<file path="config.mk">
export PLATFORM = sky130hd
export DESIGN_NAME = openflow_axil_master
export DESIGN_NICKNAME = d
export VERILOG_FILES = /design/src/rtl/openflow_axil_master.sv
export SDC_FILE = /design/constraint.sdc
export NUM_CORES = 1
export LEC_CHECK = 0
export CORE_UTILIZATION = 31
export DETAILED_ROUTE_END_ITERATION = 10
export GPL_TIMING_DRIVEN = 0
export PLACE_DENSITY_LB_ADDON = 0.1
export SLEW_MARGIN = 10
export SYNTH_ARGS = -nofsm -noshare
export SYNTH_HDL_FRONTEND = slang
export SYNTH_SLANG_ARGS = --single-unit
</file>
<file path="constraint.sdc">
create_clock -name aclk -period 1.7 [get_ports aclk]
set_input_delay 0.34 -clock aclk [delete_from_list [all_inputs] [get_ports aclk]]
set_output_delay 0.34 -clock aclk [all_outputs]
set_load 0.03 [all_outputs]
</file>
<file path="src/rtl/openflow_axil_master.sv">
// openflow_axil_master: single-outstanding command/response port to AXI4-Lite
// master. Every output is a register loaded from the next-state logic.
// Optional watchdog: define AXIL_MASTER_TIMEOUT_EN to abort hung transactions
// after C_TIMEOUT_CYCLES busy cycles (SLVERR + rsp_timeout).
module openflow_axil_master #(
  parameter int C_M_AXI_ADDR_WIDTH = 32,
  parameter int C_M_AXI_DATA_WIDTH = 32,
  parameter int C_TIMEOUT_CYCLES   = 1024
) (
  input  logic                            aclk,
  input  logic                            areset,
  input  logic                            cmd_valid,
  output logic                            cmd_ready,
  input  logic                            cmd_wr,
  input  logic [C_M_AXI_ADDR_WIDTH-1:0]   cmd_addr,
  input  logic [C_M_AXI_DATA_WIDTH-1:0]   cmd_wdata,
  input  logic [C_M_AXI_DATA_WIDTH/8-1:0] cmd_wstrb,
  output logic                            rsp_valid,
  input  logic                            rsp_ready,
  output logic [C_M_AXI_DATA_WIDTH-1:0]   rsp_rdata,
  output logic [1:0]                      rsp_resp,
  output logic                            rsp_timeout,
  output logic [C_M_AXI_ADDR_WIDTH-1:0]   awaddr,
  output logic                            awvalid,
  input  logic                            awready,
  output logic [C_M_AXI_DATA_WIDTH-1:0]   wdata,
  output logic [C_M_AXI_DATA_WIDTH/8-1:0] wstrb,
  output logic                            wvalid,
  input  logic                            wready,
  input  logic [1:0]                      bresp,
  input  logic                            bvalid,
  output logic                            bready,
  output logic [C_M_AXI_ADDR_WIDTH-1:0]   araddr,
  output logic                            arvalid,
  input  logic                            arready,
  input  logic [C_M_AXI_DATA_WIDTH-1:0]   rdata,
  input  logic [1:0]                      rresp,
  input  logic                            rvalid,
  output logic                            rready
);
  localparam int AW = C_M_AXI_ADDR_WIDTH;
  localparam int DW = C_M_AXI_DATA_WIDTH;
  localparam int SW = C_M_AXI_DATA_WIDTH / 8;

  typedef enum logic [2:0] {IDLE, WR_REQ, WR_RESP, RD_REQ, RD_RESP, RSP} state_t;

  state_t          state_q, state_d;
  logic            aw_done_q, aw_done_d, w_done_q, w_done_d;
  logic            to_q, to_d;
  logic            cmd_ready_d, awvalid_d, wvalid_d, bready_d, arvalid_d, rready_d, rsp_valid_d;
  logic [AW-1:0]   addr_q, addr_d;
  logic [DW-1:0]   wdata_d, rsp_rdata_d;
  logic [SW-1:0]   wstrb_d;
  logic [1:0]      rsp_resp_d;
  logic            busy, expire;

  assign busy        = (state_q == WR_REQ) || (state_q == WR_RESP) ||
                       (state_q == RD_REQ) || (state_q == RD_RESP);
  assign awaddr      = addr_q;
  assign araddr      = addr_q;
  assign rsp_timeout = to_q;

`ifdef AXIL_MASTER_TIMEOUT_EN
  localparam int CW = (C_TIMEOUT_CYCLES > 2) ? $clog2(C_TIMEOUT_CYCLES) : 1;
  localparam logic [CW-1:0] LIMIT = CW'(C_TIMEOUT_CYCLES - 1);
  logic [CW-1:0] cnt_q;

  // Busy-cycle counter, cleared while idle so every command starts from zero
  always_ff @(posedge aclk) begin
    if (areset)              cnt_q <= '0;
    else if (state_q == IDLE) cnt_q <= '0;
    else if (busy)           cnt_q <= cnt_q + 1'b1;
  end

  assign expire = busy && (cnt_q == LIMIT);
`else
  logic unused_cfg;
  assign unused_cfg = ^C_TIMEOUT_CYCLES;
  assign expire     = 1'b0;
`endif

  // Next-state and next-output logic; registers hold unless a handshake moves them
  always_comb begin
    state_d     = state_q;
    aw_done_d   = aw_done_q;
    w_done_d    = w_done_q;
    to_d        = to_q;
    cmd_ready_d = 1'b0;
    awvalid_d   = awvalid;
    wvalid_d    = wvalid;
    bready_d    = bready;
    arvalid_d   = arvalid;
    rready_d    = rready;
    rsp_valid_d = rsp_valid;
    addr_d      = addr_q;
    wdata_d     = wdata;
    wstrb_d     = wstrb;
    rsp_rdata_d = rsp_rdata;
    rsp_resp_d  = rsp_resp;
    case (state_q)
      IDLE: begin
        cmd_ready_d = 1'b1;
        if (cmd_valid && cmd_ready) begin
          cmd_ready_d = 1'b0;
          addr_d      = cmd_addr;
          wdata_d     = cmd_wdata;
          wstrb_d     = cmd_wstrb;
          aw_done_d   = 1'b0;
          w_done_d    = 1'b0;
          to_d        = 1'b0;
          if (cmd_wr) begin
            state_d   = WR_REQ;
            awvalid_d = 1'b1;
            wvalid_d  = 1'b1;
          end else begin
            state_d   = RD_REQ;
            arvalid_d = 1'b1;
          end
        end
      end
      WR_REQ: begin
        if (awvalid && awready) begin aw_done_d = 1'b1; awvalid_d = 1'b0; end
        if (wvalid && wready)   begin w_done_d  = 1'b1; wvalid_d  = 1'b0; end
        if (aw_done_d && w_done_d) begin
          state_d  = WR_RESP;
          bready_d = 1'b1;
        end
      end
      WR_RESP: begin
        if (bvalid) begin
          state_d     = RSP;
          bready_d    = 1'b0;
          rsp_valid_d = 1'b1;
          rsp_resp_d  = bresp;
          rsp_rdata_d = '0;
        end
      end
      RD_REQ: begin
        if (arready) begin
          state_d   = RD_RESP;
          arvalid_d = 1'b0;
          rready_d  = 1'b1;
        end
      end
      RD_RESP: begin
        if (rvalid) begin
          state_d     = RSP;
          rready_d    = 1'b0;
          rsp_valid_d = 1'b1;
          rsp_resp_d  = rresp;
          rsp_rdata_d = rdata;
        end
      end
      RSP: begin
        if (rsp_ready) begin
          state_d     = IDLE;
          rsp_valid_d = 1'b0;
          cmd_ready_d = 1'b1;
        end
      end
      default: state_d = IDLE;
    endcase
    // Watchdog abort only if no completing handshake landed this cycle
    if (expire && (state_d == state_q)) begin
      state_d     = RSP;
      awvalid_d   = 1'b0;
      wvalid_d    = 1'b0;
      arvalid_d   = 1'b0;
      bready_d    = 1'b0;
      rready_d    = 1'b0;
      rsp_valid_d = 1'b1;
      rsp_resp_d  = 2'b10;
      rsp_rdata_d = '0;
      to_d        = 1'b1;
    end
  end

  // State and output registers; reset clears everything, dropping any transaction
  always_ff @(posedge aclk) begin
    if (areset) begin
      state_q   <= IDLE;
      aw_done_q <= 1'b0;
      w_done_q  <= 1'b0;
      to_q      <= 1'b0;
      cmd_ready <= 1'b0;
      awvalid   <= 1'b0;
      wvalid    <= 1'b0;
      bready    <= 1'b0;
      arvalid   <= 1'b0;
      rready    <= 1'b0;
      rsp_valid <= 1'b0;
      addr_q    <= '0;
      wdata     <= '0;
      wstrb     <= '0;
      rsp_rdata <= '0;
      rsp_resp  <= '0;
    end else begin
      state_q   <= state_d;
      aw_done_q <= aw_done_d;
      w_done_q  <= w_done_d;
      to_q      <= to_d;
      cmd_ready <= cmd_ready_d;
      awvalid   <= awvalid_d;
      wvalid    <= wvalid_d;
      bready    <= bready_d;
      arvalid   <= arvalid_d;
      rready    <= rready_d;
      rsp_valid <= rsp_valid_d;
      addr_q    <= addr_d;
      wdata     <= wdata_d;
      wstrb     <= wstrb_d;
      rsp_rdata <= rsp_rdata_d;
      rsp_resp  <= rsp_resp_d;
    end
  end
endmodule
</file>
### Word level (Yosys, flattened, before mapping)

Index checks and enable logic that the tools add are counted.

* register bits after elaboration: 114
* bits of input ports: 114
* word-level logic and storage cells: 95

* muxes and demuxes: 44
* reduce and logical (&&, ||, !) cells: 21
* equal/unequal tests: 15

Operators with widths (number)
* 32-bit two-way mux: 2
* 32-bit one-hot mux with 2 select lines: 1
* 1-bit two-way mux: 21
* 3-bit two-way mux: 6
* 3-bit one-hot mux with 6 select lines: 1
* 1-bit one-hot mux with 2 select lines: 8
* 4-bit AND reduction: 4
* 2-bit != test (second input constant): 7
* 2-bit nonzero test: 5
* 3-bit AND reduction: 3
* 3-bit by 2-bit == test with 1-bit output (second input constant): 2
* 3-bit == test (second input constant): 2
* 2-bit two-way mux: 3
* 2-bit by 1-bit != test with 1-bit output (second input constant): 3
* 6-bit AND reduction: 1
* 1-bit logical AND: 4
* 2-bit one-hot mux with 2 select lines: 1
* 2-bit AND reduction: 2
* 3-bit by 1-bit == test with 1-bit output (second input constant): 1
* 3-bit logical NOT: 1
* 1-bit one-hot mux with 3 select lines: 1
* 3-bit nonzero test: 1

### Longest topological paths before layout

* depth after elaboration: 6
* depth in mapped cells: 7
* gate-level depth less buffers: 4

### Worst setup path after synthesis

OpenSTA, ideal clock, no wires.

* kind: register -> register
* from: register cmd_ready
* to: register aw_done_q
* stages on the path, launching flop included: 7
* path buffers: 2
* setup time: 0.128 ns
* data required time: 1.572 ns
* period minus slack after synthesis: 1.694 ns
* arrival: 1.566 ns
* setup slack: 0.006 ns
* path through: dfxtp_1 > nand2_1 > or4_1 > buf_2 > buf_6 > a22oi_1 > nor2_1

* longest elaborated chain between the ends: 3

RTL lines
* start: declaration: RTL line 13 `output logic cmd_ready,`
* start signal: assignment: RTL line 202 `cmd_ready <= cmd_ready_d;`
* 1-bit logical AND: RTL line 103 `if (cmd_valid && cmd_ready) begin`
* 2-bit != test (no source line)
* 2-bit AND reduction (no source line)
* end signal: assignment: RTL line 199 `aw_done_q <= aw_done_d;`
* end: declaration: RTL line 48 `logic aw_done_q, aw_done_d, w_done_q, w_done_d;`

Every way passes these cells.
A chain may end at the register's enable or synchronous reset.

### Worst setup path in the final report

* from: register state_q[0]
* to: register aw_done_q

* longest elaborated chain between the ends: 3
* elaborated cells on any way between the ends: 6
* classes of those cells: eq/ne (2); mux (1); reduce/logical (3)

RTL lines
* start: declaration: RTL line 47 `state_t state_q, state_d;`
* start signal: assignment: RTL line 198 `state_q <= state_d;`
* 3-bit logical NOT / 3-bit by 1-bit == test with 1-bit output (equally long branches): RTL line 100 `case (state_q)`
* 2-bit != test (no source line) / 2-bit nonzero test (equally long branches)
* 2-bit AND reduction (no source line)

Parallel ways exist; a longest one is shown, timed or not.

==> qor.csv <==
metric,value,unit
status,completed,
floorplan row count,43,
Post-Route WL,14200,µm
post-synthesis cell type count,36,
GPL Wtd Cong,0.777,
Yosys reg bits,114,
Clock Path Buffers,2,
starting DRC count in detailed routing,182,
final count of negative-setup-slack endpoints,0,
TritonCTS Buffers,17,
Worst-Skew Late Latency,410,ps
Synth Flop Type,dfxtp_1,
Congestion Overflow GR,0,
"leading cell type in the layout, fill and taps excluded",dlygate4sd2_1,
CTS Hold Bufs,0,
# IOs,256,
most frequent cells in the layout,"dlygate4sd2_1 (141), nand2_1 (140), dfxtp_1 (114), clkdlybuf4s50_1 (112), a21oi_1 (77)",
area grow syn2layout,74.4,%
ys async rst share,0,%
final setup TNS,0,ps
"Warnings, synthesis",0,
Post-synth EDFFs,0,
Die H,121,µm
proportion of layout cells with a drive suffix above 1,12.5,%
post-layout min period,1620,ps
WP data required,1980,ps
Worst path max stage delay,510,ps
HP Class,flop to flop,
cell count after synthesis,526,
final hold slack,450,ps
placed insts,959,
All-Layer GR Usage,19.3,%
Crit. End Element,flop,
worst slew pin tran,647,ps
Via density,4.59,
Starting Density,31.8,%
DP HPWL,10500,µm
clk slew on worst S/H paths,50,ps
vias in the first global route,4295,
Slew HR,56.9,%
Final nets,915,
CP top delay family,simple AND/OR/NAND/NOR gates,
"Arr. time, crit path",1900,ps
Peak VDD IR,0.576,mV
CTS Sinks,114,
critical-path cell list,buf_6 > or4_1 > buf_6 > buf_6 > a22oi_1 > nor2_1,
P per Cell Area,1320,mW/mm²
DR pass1 iterations,4,
CTS tree,done,
startpoint types,flop,
die area,0.0147,mm²
Routed Antenna Nets,0,
global-route wire length before repair,21800,µm
CP most frequent cell,buf_6,
fmax,616,MHz
critical path class,flop to flop,
Root Driver,clkbuf_16,
setup ws final,76.4,ps
Maximum Capacitance Violations,0,
antenna violations before repair,0,
# diodes,0,
DRC errors left,0,
vias after detailed routing,4564,
# port buffers,253,
Core Region,0.0139,mm²
synthesized area per cell,8.39,µm²
Avg WL per Cell,14.3,µm
Post-Syn Area,0.00441,mm²
skew final,8.29,ps
Hold Fails Final Rpt,0,
Crit path buffers/inverters,3,
Max Fanout on Critical Path,10,
Setup WS pre-CTS,-425,ps
H-tree depth,4,
sequential fraction of the synthesis area,51.7,%
unrepaired setup endpoints after global routing,true,
fin cells,994,
Syn Nets,640,
largest net degree at the start of global routing,17,
Final Max Slew Viols,0,
Lkg Pwr,0.00356,µW
Die W,121,µm
CP max-delay cell,or4_1,
Final Core Density,55.5,%
fin crit share,95.5,%
## cells by family (layout without fill, tap and decap cells)
| logic type | Yosys count | count (layout) | share of synthesized area (%) |
|---|---|---|---|
| other cells | 1 | 1 | 0.0850 |
| flops | 114 | 114 | 51.7 |
| simple gates | 201 | 201 | 19.1 |
| compound gates | 129 | 129 | 17.5 |
| mux | 4 | 4 | 0.964 |
| buf+inv | 77 | 365 | 10.6 |
## worst reg2reg max path, stage by stage (launching register included)
cell	delay, ps
dfxtp_1	310
buf_6	140
or4_1	510
buf_6	160
buf_6	140
a22oi_1	180
nor2_1	60
## routing by layer
layer,part of all wire [%],track usage (%)
met5,0,0
met1,42,22.3
met4,1.5,8.41
met2,48,31.9
met3,8.5,6.77
## what timing repair did
action / CTS / global route
cloned: 0 / 0
setup endpoints to repair: 160 / 35
resized for setup: 142 / 12
pin swaps: 1 / 1
setup buffers: 2 / 1
## state kept, by name (all words and copies together) (netlist names), 2 cells and up
name / count
wdata: 32
rsp_rdata: 32
rsp_resp: 2
state_q: 3
araddr: 32
wstrb: 4
## cell type report
type / instances / area, µm²
flip-flops and latches: 114 / 2280
clock inverters: 9 / 150
well taps: 180 / 225
plain buffers: 74 / 473
inverters: 3 / 11.3
repair buffers: 256 / 2380
clock buffers: 23 / 498
fillers: 1340 / 6180
multi-input cells: 335 / 1680
## synthesized netlist by cell type (all sizes together), types with 2 or more instances
cell	instances	share of area, %
nor2b	2	0.28
nand2	141	12
nand3b	3	0.51
and3b	2	0.40
and2	2	0.28
a211oi	2	0.34
buf	59	9.1
o21ai	3	0.34
inv	3	0.26
nor3	2	0.23
nor2	41	3.5
mux2i	2	0.45
a21oi	77	8.7
a31oi	3	0.43
o21a	2	0.34
or4	2	0.34
clkbuf	15	1.3
a22oi	34	5.8
mux2	2	0.51
dfxtp	114	52
a21o	2	0.34
## final timing paths
check                           slack (ps)  depth (start not counted)                endpoint                     from
worst max-delay path                    80                          6  aw_done_q$_SDFFE_PP0P_  state_q[0]$_SDFFE_PP0P_
worst min-delay path                   450                          2  wdata[30]$_SDFFE_PP0P_   wdata[30]$_SDFFE_PP0P_
worst max register to register          80                          6  aw_done_q$_SDFFE_PP0P_  state_q[0]$_SDFFE_PP0P_
worst min register to register         450                          2  wdata[30]$_SDFFE_PP0P_   wdata[30]$_SDFFE_PP0P_
## report_power, final
group | internal (µW) | total [µW] | switching [µW]
logic | 1270 | 3140 | 1870
registers | 2990 | 3170 | 184
clock network | 2640 | 3850 | 1210
total | 6890 | 10200 | 3260
## per-stage QoR
| step | instance area [µm²] | power [µW] |
|---|---|---|
| after floorplan | 4410 | 5250 |
| after global placement | 7170 | 6520 |
| after CTS | 7660 | 10200 |
| final | 7700 | 10200 |
| after global routing | 7700 | 10700 |
| after detailed placement | 7170 | 6580 |
No activity file was read; power rests on OpenSTA's default activity.
